File: src/rtl/decoder2x4_scan.sv
// decoder2x4_scan: registered 2-to-4 one-hot decoder with an auto-scan
// sequencer that rotates the select with a programmable dwell per position.
module decoder2x4_scan #(
   parameter int unsigned DWELL = 4
) (
   input  logic       clk,
   input  logic       rst,
   input  logic       en,
   input  logic       clr,
   input  logic       load,
   input  logic       scan,
   input  logic [1:0] din,
   output logic [3:0] qout,
   output logic [1:0] idx,
   output logic       active,
   output logic       chg,
   output logic       wrap
);

   localparam int unsigned CW = (DWELL > 1) ? $clog2(DWELL) : 1;
   localparam logic [CW-1:0] CNT_LAST = CW'(DWELL - 1);

   typedef enum logic [1:0] {
      IDLE = 2'd0,
      HOLD = 2'd1,
      SCAN = 2'd2
   } state_t;

   state_t        state;
   state_t        state_nxt;
   logic [CW-1:0] cnt;
   logic [CW-1:0] cnt_nxt;
   logic [1:0]    idx_nxt;
   logic [3:0]    qout_nxt;
   logic          chg_nxt;
   logic          wrap_nxt;
   logic          step;

   // State register; reset returns to IDLE immediately.
   always_ff @(posedge clk or posedge rst) begin
      if (rst) begin
         state <= IDLE;
      end else begin
         state <= state_nxt;
      end
   end

   // Next-state: command priority clr > load > scan, all gated by en.
   always_comb begin
      state_nxt = state;
      if (en) begin
         case (state)
            IDLE: begin
               if (clr)       state_nxt = IDLE;
               else if (load) state_nxt = HOLD;
               else if (scan) state_nxt = SCAN;
            end
            HOLD: begin
               if (clr)       state_nxt = IDLE;
               else if (load) state_nxt = HOLD;
               else if (scan) state_nxt = SCAN;
            end
            SCAN: begin
               if (clr)        state_nxt = IDLE;
               else if (load)  state_nxt = HOLD;
               else if (!scan) state_nxt = HOLD;
               else            state_nxt = SCAN;
            end
            default: state_nxt = IDLE;
         endcase
      end
   end

   // Next index/dwell count and the pulses derived from the next select.
   always_comb begin
      idx_nxt = idx;
      cnt_nxt = cnt;
      step    = 1'b0;
      if (en) begin
         case (state)
            IDLE: begin
               if (!clr && (load || scan)) begin
                  idx_nxt = din;
                  cnt_nxt = '0;
               end
            end
            HOLD: begin
               if (clr) begin
                  idx_nxt = 2'b00;
                  cnt_nxt = '0;
               end else if (load) begin
                  idx_nxt = din;
               end else if (scan) begin
                  cnt_nxt = '0;
               end
            end
            SCAN: begin
               if (clr) begin
                  idx_nxt = 2'b00;
                  cnt_nxt = '0;
               end else if (load) begin
                  idx_nxt = din;
                  cnt_nxt = '0;
               end else if (!scan) begin
                  cnt_nxt = '0;
               end else if (cnt == CNT_LAST) begin
                  step    = 1'b1;
                  idx_nxt = idx + 2'd1;
                  cnt_nxt = '0;
               end else begin
                  cnt_nxt = cnt + CW'(1);
               end
            end
            default: begin
               idx_nxt = 2'b00;
               cnt_nxt = '0;
            end
         endcase
      end
      qout_nxt = (state_nxt == IDLE) ? 4'b0000 : (4'b0001 << idx_nxt);
      chg_nxt  = en && (qout_nxt != qout);
      wrap_nxt = step && (idx == 2'b11);
   end

   // Datapath and output registers; reset produces no chg/wrap pulse.
   always_ff @(posedge clk or posedge rst) begin
      if (rst) begin
         idx    <= 2'b00;
         cnt    <= '0;
         qout   <= 4'b0000;
         active <= 1'b0;
         chg    <= 1'b0;
         wrap   <= 1'b0;
      end else begin
         idx    <= idx_nxt;
         cnt    <= cnt_nxt;
         qout   <= qout_nxt;
         active <= (state_nxt != IDLE);
         chg    <= chg_nxt;
         wrap   <= wrap_nxt;
      end
   end

endmodule

File: config.mk
export PLATFORM = sky130hd
export DESIGN_NAME = decoder2x4_scan
export DESIGN_NICKNAME = d
export VERILOG_FILES = /design/src/rtl/decoder2x4_scan.sv
export SDC_FILE = /design/constraint.sdc
export NUM_CORES = 1
export LEC_CHECK = 0
export BUFFER_PORTS_ARGS = -buffer_cell sky130_fd_sc_hd__buf_4
export CAP_MARGIN = 10
export CORE_MARGIN = 10
export CORE_UTILIZATION = 54
export CTS_CLUSTER_SIZE = 30
export DETAILED_ROUTE_END_ITERATION = 12
export PLACE_DENSITY_LB_ADDON = 0.12
export SLEW_MARGIN = 20
export SYNTH_ARGS = -nofsm -noshare
export SYNTH_HDL_FRONTEND = slang
export SYNTH_SLANG_ARGS = --single-unit
export TNS_END_PERCENT = 30
File: constraint.sdc
create_clock -name clk -period 2.65 [get_ports clk]
set_input_delay 0.53 -clock clk [delete_from_list [all_inputs] [get_ports clk]]
set_output_delay 0.53 -clock clk [all_outputs]
set_load 0.02 [all_outputs]
; Word level (Yosys, flattened, before mapping)
; Index checks and enable logic that the tools add are counted.
[op_classes]
addsub = 2
n_eq_ne = 8
n_shift = 1
muxes = 33
reduce_logical = 10
[ops]
columns = operator, n
row1 = $mux W2, 23
row2 = $pmux W2 S3, 2
row3 = $eq A2 B2 Y1 const B, 3
row4 = $mux W1, 6
row5 = $ne A3 B3 Y1 const B, 2
row6 = $add A2 B1 Y2 const B, 2
row7 = $logic_not A2 Y1, 2
row8 = $mux W4, 1
row9 = $ne A4 B4 Y1, 1
row10 = $pmux W2 S2, 1
row11 = $reduce_and A4 Y1, 1
row12 = $shl A1 B2 Y4 const A, 1
row13 = $logic_and A1 B1 Y1, 3
row14 = $eq A2 B1 Y1 const B, 1
row15 = $ne A2 B2 Y1 const B, 1
row16 = $reduce_bool A2 Y1, 1
row17 = $reduce_or A2 Y1, 1
row18 = $logic_not A1 Y1, 1
row19 = $logic_or A1 B1 Y1, 1
[word_totals]
regBits = 13
input_bits = 8

; Logic depth before layout (Yosys ltp)
; Gate-level depths: netlist of run 1.
[logic_depth]
depth_word = 11
ltp_mapped = 8
mapped_depth_nobuf = 7

; Least setup slack after synthesis of run 1
; Ideal clock, no wire load.
[synth_path]
kind = register to register
startpoint = register idx[0]
endpoint = register chg
setup_ns = 0.142
arrival_ns = 1.980
path_slack_ns = 0.528
stages_incl_launch_ff = 8
period_less_slack_ns = 2.122
cell_sequence = dfrtp_1 ha_1 and3_1 o211ai_1 a221oi_2 o21ai_0 o41ai_1 o32ai_2
[synth_between]
elab_chain_cells = 11
word_cells_on_any_way = 14
[synth_lines]
columns = element, line_no
row1 = from (decl), 14  ; output logic [1:0] idx,
row2 = from (signal assigned), 135  ; idx <= idx_nxt;
row3 = $add A2 B1 Y2, 108  ; idx_nxt = idx + 2'd1;
row4 = $mux W2, 106  ; end else if (cnt == CNT_LAST) begin
row5 = $mux W2, 104  ; end else if (!scan) begin
row6 = $mux W2, 101  ; end else if (load) begin
row7 = $mux W2, 98  ; if (clr) begin
row8 = $pmux W2 S3, 80  ; case (state)
row9 = $mux W2 *, 79  ; if (en) begin
row10 = $shl A1 B2 Y4 *, 120  ; qout_nxt = (state_nxt == IDLE) ? 4'b0000 : (4'b0001 << idx_nxt);
row11 = $mux W4 *, 120
row12 = $ne A4 B4 Y1 *, 121  ; chg_nxt = en && (qout_nxt != qout);
row13 = $logic_and A1 B1 Y1 *, 121
row14 = via chg_nxt, 35  ; logic chg_nxt;
row15 = to (signal assigned), 139  ; chg <= chg_nxt;
row16 = to (decl), 16  ; output logic chg,
; The timed path passes the listed nets; every way through them passes the cells marked *.
; A chain may end at the register's enable or synchronous reset.

; Worst setup path after layout of run 1
; Same ends and word-level chain as after synthesis.

==> summary.txt, run 1 <==
Timing
  – Min cycle time layout: 2338 ps
  – Period utilization: approximately nine tenths
  – Rel. slew slack: 66.51%
  – Final hold vios: 0
  – Clk_skew: 8.441 ps
  – Setup-failing EPs final: 0
  – Peak Freq: 427.7 MHz
  – Worst setup margin: 311.8 ps
  – Worst slew pin tran: roughly 500 ps
  – Slew Viols, Final: 0
  – RSZ-0062 raised after global routing: no
  – Setup_tns: 0 ps

Clock network
  – CTS sink cnt: 13
  – Post-CTS resize count: 0
  – Clk Latency, worst-skew pair: 290 ps
  – Htree depth: 1
  – Clk slew on worst S/H paths: 90 ps
  – Post-CTS setup buffers: 0
  – CTS tree: done
  – Hold-fix buffers, CTS: 0
  – Inserted Clock Buffers: 3
  – Max clock buf depth: 2
  – Root buf cell: clkbuf_4

Placement
  – Post-DP HPWL: 1799 um
  – DP Worst Slack: 236.2 ps
  – Port bufs: 16
  – Dpl cell area: 0.001097 mm^2
  – RePlAce Congestion: 0.8835

Worst setup path
  – Levels on crit path: 7
  – Crit path capture: chg$_DFF_PP0_
  – R2R Path End: chg$_DFF_PP0_
  – Setup crit end kind: flip-flop
  – Critical path cell sequence: ha_1 > and3_1 > o211ai_1 > a221oi_2 > o21ai_0 > o41ai_1 > o32ai_2
  – Reg2reg start: idx[0]$_DFF_PP0_
  – Top cell family by delay on the critical path: compound AO/OA/AOI/OAI gates
  – Crit Path Class: reg -> reg
  – Worst setup path startpoint: idx[0]$_DFF_PP0_
  – Arrival time at the worst endpoint: 2490 ps
  – Crit path largest cell delay: about 460 ps
  – CP bufs+invs: 0
  – Required @ worst endpoint: ~2800 ps
  – Slowest cell on crit path: dfrtp_1
  – Worst-path maximum fanout: 6
  – Crit start category: flip-flop
  – FF-to-FF setup slack: 310 ps
  – Cells on worst reg2reg path: 7

Status
  – Status: finished clean

Global route
  – Total track usage: 12.19%
  – Grt met1 use: 15.78%
  – First-pass GRT wire length: 4002 um
  – Pin count of the biggest net entering global routing: 14
  – Met3 Usage GRT: 3.226%
  – Layer with the highest usage: met2
  – Initial antenna violation count: 0
  – Total grt overflow: 0
  – Vias in the first global route: 863
  – Met2 usage: 18.72%

Die
  – Core Box Area: between 0.0015 and 0.002 mm^2
  – Rows: 15
  – Chip height: 62.38 um
  – Die Wd: 62.38 um
  – Starting density of the core: 56.78%
  – DIE AREA: between 0.003 and 0.004 mm^2
  – Io pins: 17

Drt
  – Drt pass-1 iters: 4
  – Antenna-violating nets left: 0
  – Vias after detailed routing: 897
  – Vias per inst: 6.102
  – DRC viols: 0
  – DRT Wirelength: 2349 um
  – Initial DRC count: 35
  – WL per Instance: between 15 and 20 um

Power
  – Comb power frac: 40.1%
  – Leak: 0.5024 nW
  – VDD IR max: 415.1 uV
  – Pwr dens: about 570 mW/mm^2
  – Sw Share: roughly 39%
  – Internal power: 0.3936 mW
  – P_sw: 0.2470 mW
  – Reg power frac: 39.9%
  – Clk pwr share: 20.0%

Yosys
  – EDFF count, synth: 0
  – Ys Warns: 0
  – Cell Area, Synth: roughly 970 um^2
  – Ys flop type: dfrtp_1
  – Post-synthesis async set-or-reset flop share: 100.0%
  – Top-count cell post-synth: dfrtp_1
  – Area leader, netlist: dfrtp_1
  – Top-area cell type share of the netlist area: 33.55%
  – Sequential share of the synthesized area: about a third
  – Syn nets: 115
  – Synth top cells by count: dfrtp_1 (13), o21ai_0 (10), inv_1 (8), nand2_1 (8)
  – Cell count after synthesis: ~110
  – Synth cell types: 46
  – Number of synthesized register bits: 13
  – Avg Inst Size Synth: slightly above 9 um^2
  – Synth area leaders: dfrtp_1 (34%), o21ai_0 (5.2%), a21oi_1 (3.1%)

Cells and area
  – # diodes: 0
  – Nets: 133
  – Final core occ: 65.79%
  – Layout area overhead: 15.87%
  – Layout cells sized above 1: around 30%
  – Design area: 0.001124 mm^2

Worst hold path
  – Hold Crit Class: in -> async

Job
  – Max-cap violation count: 0
layout make-up:
cell class / instances / area [um^2]
Multi-Input combinational cell: 80 / 583.1
Fill cell: 149 / 584.3
Tap cell: 25 / 31.28
Clock buffer: 4 / 26.28
Sequential cell: 13 / 325.3
Inverter: 8 / 30.03
Timing Repair Buffer: 17 / 127.6
worst min path at each step:
stage,cells after the start,from,slack [ps],to
after floorplan,1,rst,410,active$_DFF_PP0_
after global placement,2,cnt[1]$_DFFE_PP0P_,470,cnt[1]$_DFFE_PP0P_
after detailed placement,2,cnt[1]$_DFFE_PP0P_,500,cnt[1]$_DFFE_PP0P_
after CTS,2,rst,290,idx[1]$_DFF_PP0_
after global routing,2,rst,300,idx[1]$_DFF_PP0_
final,2,rst,260,state[1]$_DFF_PP0_
cell usage in the layout, fill, tap and decap left out, types with 2 or more instances in the layout:
cell type / n
a21oi_1: 6
a221oi_2: 2
a31oi_1: 2
and2b_1: 2
and2b_2: 2
buf_4: 17
clkbuf_4: 3
dfrtp_1: 13
ha_1: 2
inv_1: 8
nand2_1: 8
nor2_1: 6
nor3_1: 4
o2111ai_1: 2
o211ai_1: 3
o21ai_0: 10
o31ai_1: 2
or2b_1: 2
layer usage:
layer / vias to the layer above / routed length (um)
met4: 0 / 51
met3: 8 / 129
li1: 438 / -
met5: - / 0
met2: 30 / 1061
met1: 421 / 1106
per-stage QoR:
| step | power [mW] | hold slack (ps) | cells |
|---|---|---|---|
| final | 0.6406 | 263.1 | 147 |
| after global routing | 0.6810 | 303.2 | 147 |
| after CTS | 0.6401 | 290.5 | 147 |
| after detailed placement | 0.5144 | 495.7 | 143 |
| after global placement | 0.5138 | 473.4 | 143 |
| after floorplan | 0.4294 | 407.0 | 105 |
power by group through the flow:
stage | clock, mW | sequential, mW | combinational, mW
finish | 0.128 | 0.256 | 0.257
global route | 0.138 | 0.261 | 0.281
CTS | 0.128 | 0.256 | 0.256
detailed placement | 0 | 0.260 | 0.255
global placement | 0 | 0.260 | 0.254
floorplan | 0 | 0.279 | 0.150
logic make-up after synthesis:
logic type,count (synthesis),synth area share (%)
adder cells (fa/ha/maj),2,2.580
AND/OR/NAND/NOR,34,21.03
flip-flops,13,33.55
AO/OA/AOI/OAI,42,33.94
buffers and inverters,12,6.322
multiplexers,2,2.580
flip-flops by register name, summed over array words and instances, names as in the netlist:
register and flops:
chg 1, cnt 2, active 1, wrap 1, idx 2, state 2, qout 4
(Power assumes the default switching activity.)
==> run 2: changes to the inputs <==
Settings changed: ABC_AREA set to 0, PLACE_DENSITY set to 0.87, PLACE_DENSITY_LB_ADDON 0.12 to not set, REMOVE_ABC_BUFFERS set to 1.
==> summary.txt, run 2 (synthesis results as in run 1) <==
Placement
  – Dpl cells: roughly 140
  – RePlAce Congestion: just over 1
  – Dpl cell area: 0.001097 mm^2
  – Post-DP HPWL: 1887 um
  – Port bufs: 16

Drt
  – DRT Wirelength: 2431 um
  – Vias per inst: 6.150
  – Antenna-violating nets left: 0
  – Vias after detailed routing: about 900
  – DRC viols: 0
  – WL per Instance: 16.54 um
  – Drt pass-1 iters: 4
  – Initial DRC count: 27

Cells and area
  – Final non-filler cell total: 147
  – Commonest non-fill, non-tap cell in the layout: buf_4
  – Max FFs per register: 4
  – Nets: between 100 and 150
  – # diodes: 0
  – Design area: 0.001125 mm^2
  – Layout cells sized above 1: 30.33%
  – Most frequent cells in the layout: buf_4 (17), dfrtp_1 (13), o21ai_0 (10), inv_1 (8), nand2_1 (8)
  – Layout area overhead: 16.00%
  – Top reg by flops: qout

Status
  – Status: finished clean

Worst setup path
  – Reg2reg start: idx[0]$_DFF_PP0_
  – FF-to-FF setup slack: 270 ps
  – Required @ worst endpoint: 2810 ps
  – Setup crit end kind: flip-flop
  – Crit start category: flip-flop
  – R2R Path End: chg$_DFF_PP0_
  – Worst-path maximum fanout: 6
  – Cells on worst reg2reg path: 7
  – Crit Path Class: reg -> reg
  – Arrival time at the worst endpoint: about 2500 ps

Timing
  – Period utilization: approximately nine tenths
  – Slew Viols, Final: 0
  – Setup_tns: 0 ps
  – Rel. slew slack: 66.31%
  – Min cycle time layout: 2382 ps
  – Final hold vios: 0
  – Worst slew pin tran: 504.8 ps
  – RSZ-0062 raised after global routing: no
  – Setup-failing EPs final: 0
  – Clk_skew: approximately 12 ps
  – Peak Freq: 419.8 MHz

Global route
  – Pin count of the biggest net entering global routing: 14
  – Total track usage: 13.17%
  – Total grt overflow: 0
  – First-pass GRT wire length: approximately 4400 um
  – Vias in the first global route: 969
  – Initial antenna violation count: 0

Clock network
  – Root buf cell: clkbuf_4
  – Htree depth: 1
  – CTS tree: done
  – Clk Latency, worst-skew pair: 290 ps
  – Post-CTS setup buffers: 0
  – Max clock buf depth: 2
  – Inserted Clock Buffers: 3
  – Clk slew on worst S/H paths: ~90 ps
  – Hold-fix buffers, CTS: 0
  – Post-CTS resize count: 0
  – CTS sink cnt: 13

Die
  – Starting density of the core: 56.78%
  – Rows: 15
  – Io pins: 17
  – Chip height: 62.38 um
  – Core Box Area: 0.001708 mm^2
  – Die Wd: roughly 62 um
  – DIE AREA: 0.003891 mm^2

Power
  – VDD IR max: 441.5 uV
  – Leak: 0.5052 nW
  – Pwr dens: 569.2 mW/mm^2

Worst hold path
  – Hold Crit Class: in -> async

Job
  – Max-cap violation count: 0
run 2: cell count changes in the layout (fill, tap and decap cells not counted):
| cell | previous run | this run |
|---|---|---|
| clkbuf_1 | 1 | 0 |
| clkinv_2 | 0 | 1 |
run 2: layout make-up:
cell class	instances	area, um^2
repair buffers	17	127.6
flip-flops and latches	13	325.3
well taps	25	31.28
fillers	141	583.1
multi-input cells	80	583.1
clock buffers	3	22.52
clock inverters	1	5.005
inverters	8	30.03
run 2: worst max path at each step:
stage,startpoint,endpoint,slack [ps],cells past startpoint
detailed placement,load,chg$_DFF_PP0_,240,7
floorplan,idx[0]$_DFF_PP0_,chg$_DFF_PP0_,520,7
finish,idx[0]$_DFF_PP0_,chg$_DFF_PP0_,270,7
CTS,idx[0]$_DFF_PP0_,chg$_DFF_PP0_,300,7
global placement,load,chg$_DFF_PP0_,330,7
global route,idx[0]$_DFF_PP0_,chg$_DFF_PP0_,110,7
run 2: routing by layer:
layer / track usage [%] / part of all wire [%] / up-vias
met2: 22.56 / 53 / 27
met5: 0 / 0 / -
li1: - / - / 434
met1: 15.13 / 41 / 439
met4: 4.190 / 0.78 / 0
met3: 4.122 / 5.7 / 4
run 2: report_power, final:
group / total [mW] / leakage, nW / internal (mW) / switching (mW)
Clock: 0.123 / 0.0177 / 0.0561 / 0.0668
Sequential: 0.258 / 0.171 / 0.224 / 0.0340
Combinational: 0.259 / 0.316 / 0.111 / 0.148
run 2: metrics by stage:
step           hold WS [ps]  total power, mW  worst slack (ps)  util [%]
2_1_floorplan         407.0           0.4211             517.6         -
5_1_grt               293.8           0.6845             113.5     65.86
3_3_place_gp          476.4           0.5113             329.5     64.25
3_5_place_dp          485.8           0.5173             243.3     64.25
6_report              265.0           0.6403             267.7     65.86
4_1_cts               272.0           0.6410             296.3     65.86
run 2: critical path, stage by stage, from the launching register on:
cell      delay [ps]
dfrtp_1          470
ha_1             310
and3_1           140
o211ai_1         130
a221oi_2         440
o21ai_0          240
o41ai_1          410
o32ai_2          140
